[src/rtl/sprite_rom_arbiter.sv]
// Round-robin arbiter for the shared sprite/background ROM read port, with tagged data return.
// Define SPRITE_ARB_FIXED_PRIO_EN for lowest-index-wins arbitration without a rotating pointer.
module sprite_rom_arbiter #(
    parameter int N_REQ   = 4,
    parameter int ADDR_W  = 16,
    parameter int DATA_W  = 24,
    parameter int ROM_LAT = 1
) (
    input  logic                      Clk,
    input  logic                      reset,
    input  logic                      enable,
    input  logic [N_REQ-1:0]          req,
    input  logic [N_REQ*ADDR_W-1:0]   addr,
    output logic [N_REQ-1:0]          gnt,
    output logic [ADDR_W-1:0]         rom_addr,
    input  logic [DATA_W-1:0]         rom_rdata,
    output logic [N_REQ-1:0]          rvalid,
    output logic [DATA_W-1:0]         rdata,
    output logic                      busy
);

    localparam int ID_W = (N_REQ > 1) ? $clog2(N_REQ) : 1;

    logic [ID_W-1:0] win_id;
    logic [ID_W-1:0] cand;
    logic            win_any;
    logic            fire;

    // Tag pipeline: stage 0 lines up with rom_addr, stage ROM_LAT with rom_rdata.
    logic [ROM_LAT:0] pipe_vld;
    logic [ID_W-1:0]  pipe_id [ROM_LAT+1];

`ifndef SPRITE_ARB_FIXED_PRIO_EN
    logic [ID_W-1:0] ptr;
`endif

    always_comb begin
        win_any = 1'b0;
        win_id  = '0;
        cand    = '0;
        for (int k = 0; k < N_REQ; k++) begin
`ifdef SPRITE_ARB_FIXED_PRIO_EN
            cand = ID_W'(k);
`else
            cand = ID_W'((int'(ptr) + k) % N_REQ);
`endif
            if (!win_any && req[cand]) begin
                win_any = 1'b1;
                win_id  = cand;
            end
        end
    end

    assign fire = win_any & enable & ~reset;

    always_comb begin
        gnt = '0;
        if (fire) gnt[win_id] = 1'b1;
    end

    always_ff @(posedge Clk) begin
        if (reset) begin
            rom_addr <= '0;
            pipe_vld <= '0;
`ifndef SPRITE_ARB_FIXED_PRIO_EN
            ptr      <= '0;
`endif
        end else begin
            pipe_vld <= {pipe_vld[ROM_LAT-1:0], fire};
            if (fire) begin
                rom_addr <= addr[win_id*ADDR_W +: ADDR_W];
`ifndef SPRITE_ARB_FIXED_PRIO_EN
                ptr      <= (int'(win_id) == N_REQ-1) ? '0 : win_id + 1'b1;
`endif
            end
        end
    end

    // Ids only matter alongside their valid bit, so they need no reset.
    always_ff @(posedge Clk) begin
        pipe_id[0] <= win_id;
        for (int s = 1; s <= ROM_LAT; s++) pipe_id[s] <= pipe_id[s-1];
    end

    always_comb begin
        rvalid = '0;
        if (pipe_vld[ROM_LAT] && !reset) rvalid[pipe_id[ROM_LAT]] = 1'b1;
    end

    assign rdata = rom_rdata;
    assign busy  = |pipe_vld;

endmodule

[config.mk]
export PLATFORM = sky130hd
export DESIGN_NAME = sprite_rom_arbiter
export DESIGN_NICKNAME = d
export VERILOG_FILES = /design/src/rtl/sprite_rom_arbiter.sv
export SDC_FILE = /design/constraint.sdc
export NUM_CORES = 1
export LEC_CHECK = 0
export ABC_CLOCK_PERIOD_IN_PS = 2100
export CAP_MARGIN = 5
export CELL_PAD_IN_SITES_DETAIL_PLACEMENT = 1
export CELL_PAD_IN_SITES_GLOBAL_PLACEMENT = 1
export CORE_MARGIN = 1
export CORE_UTILIZATION = 41
export DETAILED_ROUTE_END_ITERATION = 12
export DONT_BUFFER_PORTS = 1
export HOLD_SLACK_MARGIN = 0.15
export PLACE_DENSITY = 0.84
export SYNTH_ARGS = -nofsm -noshare
export SYNTH_HDL_FRONTEND = slang
export SYNTH_SLANG_ARGS = --single-unit
[constraint.sdc]
create_clock -name Clk -period 2.1 [get_ports Clk]
set_input_delay 0.42 -clock Clk [delete_from_list [all_inputs] [get_ports Clk]]
set_output_delay 0.42 -clock Clk [all_outputs]
set_load 0.01 [all_outputs]
==> results of run 1 <==
==> power groups by stage <==
stage | Combinational, mW | Sequential [mW] | Clock (mW)
global placement | 0.232 | 0.572 | 0
finish | 0.250 | 0.569 | 0.318
detailed placement | 0.246 | 0.576 | 0
global route | 0.273 | 0.573 | 0.341
floorplan | 0.257 | 0.557 | 0
CTS | 0.246 | 0.567 | 0.324
==> final cells by class <==
class                           count  area [µm²]  area share
Inverter                            3        11.3     0.00743
Multi-Input combinational cell    120         853       0.563
Tap cell                           48        60.1      0.0396
Clock buffer                        4        55.1      0.0363
Sequential cell                    24         485       0.320
Timing Repair Buffer                5        50.0      0.0330
==> sequential cells by signal (all words and copies together) (netlist names) <==
register  flops
ptr           2
rom_addr     16
pipe_id       4
pipe_vld      2
==> cells in the mapped netlist <==
master                     count
sky130_fd_sc_hd__or3_4         1
sky130_fd_sc_hd__a21oi_1       9
sky130_fd_sc_hd__or3b_2        1
sky130_fd_sc_hd__buf_2         6
sky130_fd_sc_hd__a221oi_1      1
sky130_fd_sc_hd__o311ai_0      1
sky130_fd_sc_hd__and3_1        6
sky130_fd_sc_hd__and2b_1       1
sky130_fd_sc_hd__a21o_1        1
sky130_fd_sc_hd__dfxtp_1      24
sky130_fd_sc_hd__a221o_1       4
sky130_fd_sc_hd__mux2i_1      13
sky130_fd_sc_hd__o211a_1       1
sky130_fd_sc_hd__nor2_2        1
sky130_fd_sc_hd__o211ai_1      5
sky130_fd_sc_hd__a22oi_1       6
sky130_fd_sc_hd__o21ai_2       2
sky130_fd_sc_hd__nor3b_1       2
sky130_fd_sc_hd__nand4_1       4
sky130_fd_sc_hd__or2_2         1
sky130_fd_sc_hd__nand4b_1      5
sky130_fd_sc_hd__nand3_1       1
sky130_fd_sc_hd__o21a_1        2
sky130_fd_sc_hd__nor2_1        5
sky130_fd_sc_hd__or3_1         2
sky130_fd_sc_hd__o221ai_1      6
sky130_fd_sc_hd__o22a_1        3
sky130_fd_sc_hd__o32ai_1       1
sky130_fd_sc_hd__inv_2         1
sky130_fd_sc_hd__o22ai_1       1
sky130_fd_sc_hd__a31oi_1       5
sky130_fd_sc_hd__o21ai_0       6
sky130_fd_sc_hd__and2_1        3
sky130_fd_sc_hd__inv_1         2
sky130_fd_sc_hd__nand2_1      14
sky130_fd_sc_hd__ha_1          1
sky130_fd_sc_hd__a21boi_1      1
sky130_fd_sc_hd__buf_6         2
sky130_fd_sc_hd__clkbuf_1      2
sky130_fd_sc_hd__nor2b_1       4
sky130_fd_sc_hd__buf_4        28
==> final timing paths <==
path,startpoint,to,slack (ns),depth (start not counted)
hold reg to reg,pipe_id[0][1],pipe_id[0][3],0.34,0
hold / removal,reset,pipe_vld[1],0.21,1
setup / recovery,ptr[1],gnt[3],0.07,5
setup reg to reg,ptr[1],rom_addr[14],0.31,6
==> per-stage QoR <==
step / setup WS, ns / cells / hold WS [ns] / power [mW] / cell area (µm²)
floorplan: 0.0889 / 185 / 0.310 / 0.814 / 1600
global placement: 0.219 / 200 / 0.310 / 0.803 / 1440
detailed placement: 0.138 / 200 / 0.320 / 0.822 / 1440
CTS: 0.0101 / 204 / 0.202 / 1.14 / 1490
global route: 0.0196 / 204 / 0.198 / 1.19 / 1520
finish: 0.0740 / 204 / 0.209 / 1.14 / 1520
==> repair_timing <==
action,in CTS,in global routing
resized for setup,2,6
endpoints found under the hold margin,0,0
buffers inserted,0,0
setup endpoints to repair,3,3
==> worst max-delay path, delay by kind of cell (launching register included) <==
family	cells	cell delay, ns
fa+ha+maj	1	0.22
compound gates	3	0.53
flops	1	0.44
simple gates	1	0.15
==> metal layers <==
metal | track usage | vias to the layer above | share of wire
li1 | - | 605 | -
met1 | 0.224 | 648 | 0.37
met2 | 0.400 | 87 | 0.52
met3 | 0.0768 | 8 | 0.094
met4 | 0.0778 | 0 | 0.019
met5 | 0 | - | 0
==> logic make-up after synthesis <==
group | share of synthesized area
AND/OR/NAND/NOR | 0.184
buffers and inverters | 0.176
multiplexers | 0.0815
adder cells (fa/ha/maj) | 0.00784
flip-flops | 0.301
AO/OA/AOI/OAI | 0.249
==> results.md, run 1 <==
- Half-perimeter wire length of the detailed placement result: 3.63 mm
- Leakage power of the design: 0.551 nW
- Worst Setup Start Kind: flop
- Global-route total usage across every layer: 0.217
- Fraction of power spent switching nets: 0.302
- Max H-tree Level: 1
- Chip Width: 64.4 µm
- Number of nets with antenna violations after detailed routing: 0
- Crit path capture type: primary output
- Most common cell after layout, fill and taps aside: sky130_fd_sc_hd__dfxtp_1
- Final WL: 4.65 mm
- Cell type contributing the most total cell area after synthesis: sky130_fd_sc_hd__dfxtp_1
- Maximum buffer depth of the clock tree: 2
- CP max-delay cell: sky130_fd_sc_hd__dfxtp_4
- Detailed-route vias per instance: 6.61
- Gpl congestion: 0.830
- Maximum cell stage delay along the critical path: 0.44 ns
- Number of cell rows: 22
- Mapped Nets: 281
- Internal power component: 0.793 mW
- I/O pin count: 144
- Final Hold Fails: 0
- Kind of critical path: flop to primary output
- Sum of negative setup slack: 0 ns
- Signed area change from the synthesized netlist to the final layout: -5.09%
- Initial Util: 0.433
- DRC errors left: 0
- Clock latency of the later-clocked register in the worst-skew pair: 0.27 ns
- Cell area power density: 750 nW/µm²
- Number of pins with negative max-slew slack in the final report: 0
- Clock input transition at the sequential cells of the worst setup and hold paths: 0.08 ns
- Combinational share of power: 0.220
- Unrepaired setup endpoints after global routing: false
- Max Cap Violations: 0
- Gate count after technology mapping: 185
- Total die area: 4150 µm²
- Count of routing violations after the opening detailed-route iteration: 38
- Fraction of layout instances using a drive strength above 1: 0.141
- DR WL/cell: 22.8 µm
- Synthesized area: 1600 µm²
- Sequential Power Share: 0.501
- Core Util, Final: 0.411
- Total of flip-flops plus latches after synthesis: 24
- Chip height: 64.4 µm
- Synthesis Warnings: 0
- Run status: completed
- Number of buffers added on ports: 0
- Iteration count of the initial detailed-routing pass: 4
- Fill count: 445
- Min Clock Period, post-route: 2.03 ns
- Routed vias: 1348
- Distinct cell type count of the synthesized netlist: 41
- Standard cell core area: 3690 µm²
- Share of synthesized area occupied by flip-flops and latches: 0.301
- Fin crit share: 0.965
- Actual slew at the worst max-slew pin: 0.403 ns
- Peak fanout along the critical path: 13
- Data required time of the worst path: 1.68 ns
- Number of global-route vias before repair: 1324
- Worst clock skew: 0.00189 ns
- Top cells by area, synth: sky130_fd_sc_hd__dfxtp_1, sky130_fd_sc_hd__buf_4, sky130_fd_sc_hd__mux2i_1, sky130_fd_sc_hd__nand2_1, sky130_fd_sc_hd__o221ai_1
- Avg Synthesized Cell Area: 8.63 µm²
- First-pass GRT wire length: 6.71 mm
- Antenna diodes: 0
- Headroom to the max-slew limit: 0.731
- Max Fclk: 0.494 GHz
- Part of the total power dissipated in the clock network: 0.279
- Fraction of post-synthesis cell area in the top cell type by area: 0.301
- Number of failing setup endpoints in the final timing report: 0
- Pin count of the biggest net entering global routing: 24
- Overall overflow remaining after global route: 0
- Crit path DAT: 1.61 ns
- Cell breakdown of the critical path: a21oi_1, o21a_1, o22a_1, ha_1, and2_4
- Most used cells in the layout excluding fill and tap cells: sky130_fd_sc_hd__dfxtp_1, sky130_fd_sc_hd__nand2_1, sky130_fd_sc_hd__mux2i_1, sky130_fd_sc_hd__a21oi_1
- Number of sinks on the clock net: 24
- Clock tree from TritonCTS: yes
- Sw Pwr: 0.344 mW
- Number of buffers inserted by hold repair at cts: 0
- Maximum ir drop on the vdd rail: 0.347 mV
- Type of the worst min-delay path: primary input to flop
- Final layout net count: 253
- Number of antenna violations at the first check in global routing: 0
- Cell at the root of the clock tree: sky130_fd_sc_hd__clkbuf_8
- TritonCTS buffer count: 3
Note: power is estimated with default switching activity, not from simulation.
==> run 2: changes to the inputs <==
--- a/config.mk
+++ b/config.mk
@@ -18,3 +18,4 @@
 export SYNTH_ARGS = -nofsm -noshare
 export SYNTH_HDL_FRONTEND = slang
 export SYNTH_SLANG_ARGS = --single-unit
+export TNS_END_PERCENT = 30
==> results.md, run 2 (same netlist as run 1, synthesis figures left out) <==
- Run status: completed
- Min Clock Period, post-route: 2.03 ns
- Actual slew at the worst max-slew pin: 0.403 ns
- Number of pins with negative max-slew slack in the final report: 0
- Peak fanout along the critical path: 13
- Half-perimeter wire length of the detailed placement result: 3.63 mm
- Detailed-route vias per instance: 6.65
- Chip height: 64.4 µm
- Clock latency of the later-clocked register in the worst-skew pair: 0.27 ns
- Gpl congestion: 0.830
- Number of global-route vias before repair: 1324
- Final layout net count: 253
- Overall overflow remaining after global route: 0
- Unrepaired setup endpoints after global routing: true
- Total die area: 4150 µm²
- Overall power of the completed layout: 1.13 mW
- Fin crit share: 0.964
- Fraction of layout instances using a drive strength above 1: 0.135
- Initial Util: 0.433
- Kind of critical path: flop to primary output
- Final Hold Fails: 0
- First-pass GRT wire length: 6.71 mm
- Number of failing setup endpoints in the final timing report: 0
- Maximum ir drop on the vdd rail: 0.345 mV
- CP max-delay cell: sky130_fd_sc_hd__dfxtp_4
- Count of routing violations after the opening detailed-route iteration: 29
- Largest delay contributor family on the critical path: compound AO/OA/AOI/OAI gates
- Crit path capture type: primary output
- DR WL/cell: 22.8 µm
- Number of buffers inserted by hold repair at cts: 0
- Number of cell rows: 22
- Max FFs per register: 16
- DRC errors left: 0
- Maximum buffer depth of the clock tree: 2
- Pin count of the biggest net entering global routing: 24
- Worst Setup Start Kind: flop
- Clock input transition at the sequential cells of the worst setup and hold paths: 0.08 ns
- Chip Width: 64.4 µm
- Crit path DAT: 1.61 ns
- Number of standard cells in the layout, taps in and fillers out: 204
- Signed area change from the synthesized netlist to the final layout: -5.80%
- Cell at the root of the clock tree: sky130_fd_sc_hd__clkbuf_8
- Count of buffers added by post-CTS timing repair for setup: 0
- Data required time of the worst path: 1.68 ns
- Number of buffers added on ports: 0
- Worst clock skew: 0.00154 ns
- Maximum cell stage delay along the critical path: 0.43 ns
- Register ranked first by flip-flop count: rom_addr
- Max Fclk: 0.494 GHz
- Most used cells in the layout excluding fill and tap cells: sky130_fd_sc_hd__dfxtp_1, sky130_fd_sc_hd__nand2_1, sky130_fd_sc_hd__mux2i_1, sky130_fd_sc_hd__a21oi_1
- Antenna diodes: 0
- Buf/Inv on CP: 0
- Max H-tree Level: 1
- Leakage power of the design: 0.549 nW
- TritonCTS buffer count: 3
- Type of the worst min-delay path: primary input to flop
- # placed instances: 200
- Number of antenna violations at the first check in global routing: 0
- Leading registers by flop count: rom_addr x16, pipe_id x4
- I/O pin count: 144
- Final WL: 4.64 mm
- Routed vias: 1357
- Standard cell core area: 3690 µm²
- Cell area power density: 751 nW/µm²
- Headroom to the max-slew limit: 0.731
- Global-route total usage across every layer: 0.217
- Number of sinks on the clock net: 24
- Most common cell after layout, fill and taps aside: sky130_fd_sc_hd__dfxtp_1
- Number of nets with antenna violations after detailed routing: 0
- Clock tree from TritonCTS: yes
- Iteration count of the initial detailed-routing pass: 4
- Max Cap Violations: 0
- Cell breakdown of the critical path: a21oi_1, o21a_1, o22a_1, ha_1, and2_1
==> run 2: changes by cell type in the layout (fill, tap and decap cells not counted) <==
cell / before / now
sky130_fd_sc_hd__and2_1: 1 / 2
sky130_fd_sc_hd__mux2i_4: 1 / 0
sky130_fd_sc_hd__mux2i_2: 0 / 1
sky130_fd_sc_hd__and2_4: 1 / 0
==> run 2: worst paths after layout <==
check	end	depth (start not counted)	startpoint	slack [ns]
max reg2reg	rom_addr[14]	6	ptr[1]	0.33
min reg2reg	pipe_id[0][3]	0	pipe_id[0][1]	0.34
max	gnt[3]	5	ptr[1]	0.07
min	pipe_vld[1]	1	reset	0.21
==> run 2: area by class of cell <==
cell class              count  area [µm²]
clock buffers               4        55.1
flip-flops and latches     24         485
multi-input cells         120         842
well taps                  48        60.1
fillers                   448        2180
repair buffers              5        50.0
inverters                   3        11.3
==> run 2: power by group <==
group | internal, mW | switching (mW)
Combinational | 0.115 | 0.131
Clock | 0.168 | 0.149
Sequential | 0.507 | 0.0605
==> run 2: repair_timing <==
item                       in CTS  in global routing
setup endpoints to repair       3                  3
resized for setup               2                  4
pin swaps                       0                  0
==> run 2: through the flow <==
stage | setup TNS [ns] | instance area [µm²] | worst slack (ns) | hold WS [ns] | utilization
final | 0 | 1500 | 0.0746 | 0.209 | 0.408
after global routing | -0.00958 | 1500 | -0.00958 | 0.198 | 0.408
after CTS | 0 | 1490 | 0.0101 | 0.202 | 0.405
after detailed placement | 0 | 1440 | 0.138 | 0.320 | 0.389
after global placement | 0 | 1440 | 0.219 | 0.310 | 0.389
after floorplan | 0 | 1600 | 0.0889 | 0.310 | -
==> run 2: metal layers <==
| metal | share of wire | track usage | up-vias | wire length [µm] |
|---|---|---|---|---|
| met5 | 0 | 0 | - | 0 |
| met3 | 0.096 | 0.0768 | 8 | 444 |
| met1 | 0.37 | 0.224 | 652 | 1720 |
| li1 | - | - | 606 | - |
| met4 | 0.019 | 0.0778 | 0 | 89 |
| met2 | 0.52 | 0.400 | 91 | 2390 |
==> run 3: changes to the inputs <==
--- a/config.mk
+++ b/config.mk
@@ -13,8 +13,10 @@
 export CORE_UTILIZATION = 41
 export DETAILED_ROUTE_END_ITERATION = 12
 export DONT_BUFFER_PORTS = 1
+export GPL_TIMING_DRIVEN = 0
 export HOLD_SLACK_MARGIN = 0.15
 export PLACE_DENSITY = 0.84
+export SLEW_MARGIN = 20
 export SYNTH_ARGS = -nofsm -noshare
 export SYNTH_HDL_FRONTEND = slang
 export SYNTH_SLANG_ARGS = --single-unit
==> results.md, run 3 (same netlist as run 1, synthesis figures left out) <==
- Run status: complete, but fails checks
- Violations in the final reports: negative setup slack
- Kind of critical path: flop to primary output
- Final Hold Fails: 0
- Worst reg2reg startpoint: ptr[1]
- DR WL/cell: 21.3 µm
- Maximum cell stage delay along the critical path: 0.38 ns
- Register ranked first by flip-flop count: rom_addr
- Chip Width: 64.4 µm
- Part of the total power dissipated in the clock network: 0.266
- Maximum ir drop on the vdd rail: 0.404 mV
- Maximum buffer depth of the clock tree: 2
- Crit path capture type: primary output
- Worst Setup Start Kind: flop
- Total die area: 4150 µm²
- Number of antenna violations at the first check in global routing: 0
- Cell breakdown of the critical path: mux2i_1, o22ai_1, nor2_2, buf_2, nor2_1
- Type of the worst min-delay path: primary input to flop
- Cell at the root of the clock tree: sky130_fd_sc_hd__clkbuf_8
- Instance area at placement: 1660 µm²
- Most used cells in the layout excluding fill and tap cells: sky130_fd_sc_hd__buf_4, sky130_fd_sc_hd__dfxtp_1, sky130_fd_sc_hd__nand2_1, sky130_fd_sc_hd__mux2i_1, sky130_fd_sc_hd__a21oi_1
- Sequential Power Share: 0.465
- Final layout net count: 286
- Headroom to the max-slew limit: 0.675
- Count of routing violations after the opening detailed-route iteration: 46
- Half-perimeter wire length of the detailed placement result: 4.04 mm
- Crit path DAT: 1.69 ns
- Max Fclk: 0.475 GHz
- Area of all placed cells without fillers: 1760 µm²
- Pin count of the biggest net entering global routing: 14
- Clock input transition at the sequential cells of the worst setup and hold paths: 0.09 ns
- Number of failing setup endpoints in the final timing report: 1
- Number of standard cells in the layout, taps in and fillers out: 237
- Reg2reg setup slack: 0.26 ns
- Worst setup startpoint: ptr[1]
- Antenna diodes: 0
- Standard cell core area: 3690 µm²
- Detailed-route vias per instance: 6.24
- Routed vias: 1479
- Number of sinks on the clock net: 24
- Leakage power of the design: 0.700 nW
- Number of pins with negative max-slew slack in the final report: 0
- Fin crit share: 1.00
- Buf/Inv on CP: 1
- Unrepaired setup endpoints after global routing: true
- First-pass GRT wire length: 7.47 mm
- Worst hold start: reset
- Number of nets with antenna violations after detailed routing: 0
- Actual slew at the worst max-slew pin: 0.487 ns
- Worst clock skew: 0.00248 ns
- Peak fanout along the critical path: 10
- Max FFs per register: 16
- Leading registers by flop count: rom_addr x16, pipe_id x4
- Max Cap Violations: 0
- Data required time of the worst path: 1.68 ns
- Most common cell after layout, fill and taps aside: sky130_fd_sc_hd__buf_4
- Sw Pwr: 0.383 mW
- DRC errors left: 0
- Signed area change from the synthesized netlist to the final layout: 10.0%
- Iteration count of the initial detailed-routing pass: 4
- Global-route total usage across every layer: 0.236
- Fraction of power spent switching nets: 0.316
- Count of cell instances traversed by the critical path: 5
- Terminus of the critical flop-to-flop path: ptr[0]
- Clock latency of the later-clocked register in the worst-skew pair: 0.27 ns
- Min Clock Period, post-route: 2.11 ns
- Fraction of layout instances using a drive strength above 1: 0.307
- Chip height: 64.4 µm
- Combinational share of power: 0.269
- Overall overflow remaining after global route: 0
- Max H-tree Level: 1
- Number of buffers added on ports: 0
- Clock tree from TritonCTS: yes
- Count of buffers added by post-CTS timing repair for setup: 0
- Number of global-route vias before repair: 1558
- Final WL: 5.05 mm
- Cell area power density: 689 nW/µm²
- Slack of the critical path: -0.00530 ns
- Internal power component: 0.827 mW
- Sum of negative setup slack: -0.00530 ns
- Capture point of the critical path: gnt[2]
- Overall power of the completed layout: 1.21 mW
- Number of cell rows: 22
- TritonCTS buffer count: 3
- R2r worst-path depth: 7
- Gpl congestion: 0.754
- CP max-delay cell: sky130_fd_sc_hd__dfxtp_2
- # placed instances: 233
- Largest delay contributor family on the critical path: flip-flops
- Initial Util: 0.433
- I/O pin count: 144
## run 3: power groups by stage
| stage | combinational [mW] | clock [mW] | sequential (mW) |
|---|---|---|---|
| after floorplan | 0.257 | 0 | 0.557 |
| after detailed placement | 0.314 | 0 | 0.571 |
| after CTS | 0.321 | 0.323 | 0.562 |
| final | 0.326 | 0.322 | 0.563 |
| after global routing | 0.354 | 0.347 | 0.567 |
| after global placement | 0.298 | 0 | 0.567 |
## run 3: how the worst min path moves through the flow
| stage | to | depth (start not counted) |
|---|---|---|
| after detailed placement | pipe_id[0][2] | 0 |
| after floorplan | pipe_id[0][2] | 0 |
| after CTS | pipe_vld[1] | 1 |
| after global routing | pipe_vld[1] | 1 |
| after global placement | pipe_id[0][3] | 0 |
| final | pipe_vld[1] | 1 |
## run 3: stage by stage
step / util / hold slack, ns / worst slack (ns)
floorplan: - / 0.310 / 0.0889
global placement: 0.449 / 0.313 / -0.0627
detailed placement: 0.449 / 0.324 / -0.111
CTS: 0.472 / 0.212 / 0.0119
global route: 0.476 / 0.194 / -0.0641
finish: 0.476 / 0.212 / -0.00530
## run 3: timing repair
| item | in CTS | in global routing |
|---|---|---|
| pin swaps | 1 | 1 |
| endpoints found under the setup margin | 4 | 4 |
| hold buffers | 0 | 0 |
| gates resized for setup | 11 | 6 |
## run 3: routing by layer
metal  wire length (µm)  vias to the layer above  share of wire  GRT usage
met4                 60                        0          0.012     0.0750
met3                445                        6          0.088     0.0679
met5                  0                        -              0          0
met2               2660                       91           0.53      0.446
met1               1880                      707           0.37      0.247
li1                   -                      675              -          -
## run 3: final cells by class
| class | count | area [µm²] |
|---|---|---|
| Tap cell | 48 | 60.1 |
| Buffer | 38 | 283 |
| Fill cell | 443 | 1930 |
| Inverter | 3 | 11.3 |
| Multi-Input combinational cell | 120 | 862 |
| Clock buffer | 4 | 55.1 |
| Sequential cell | 24 | 485 |
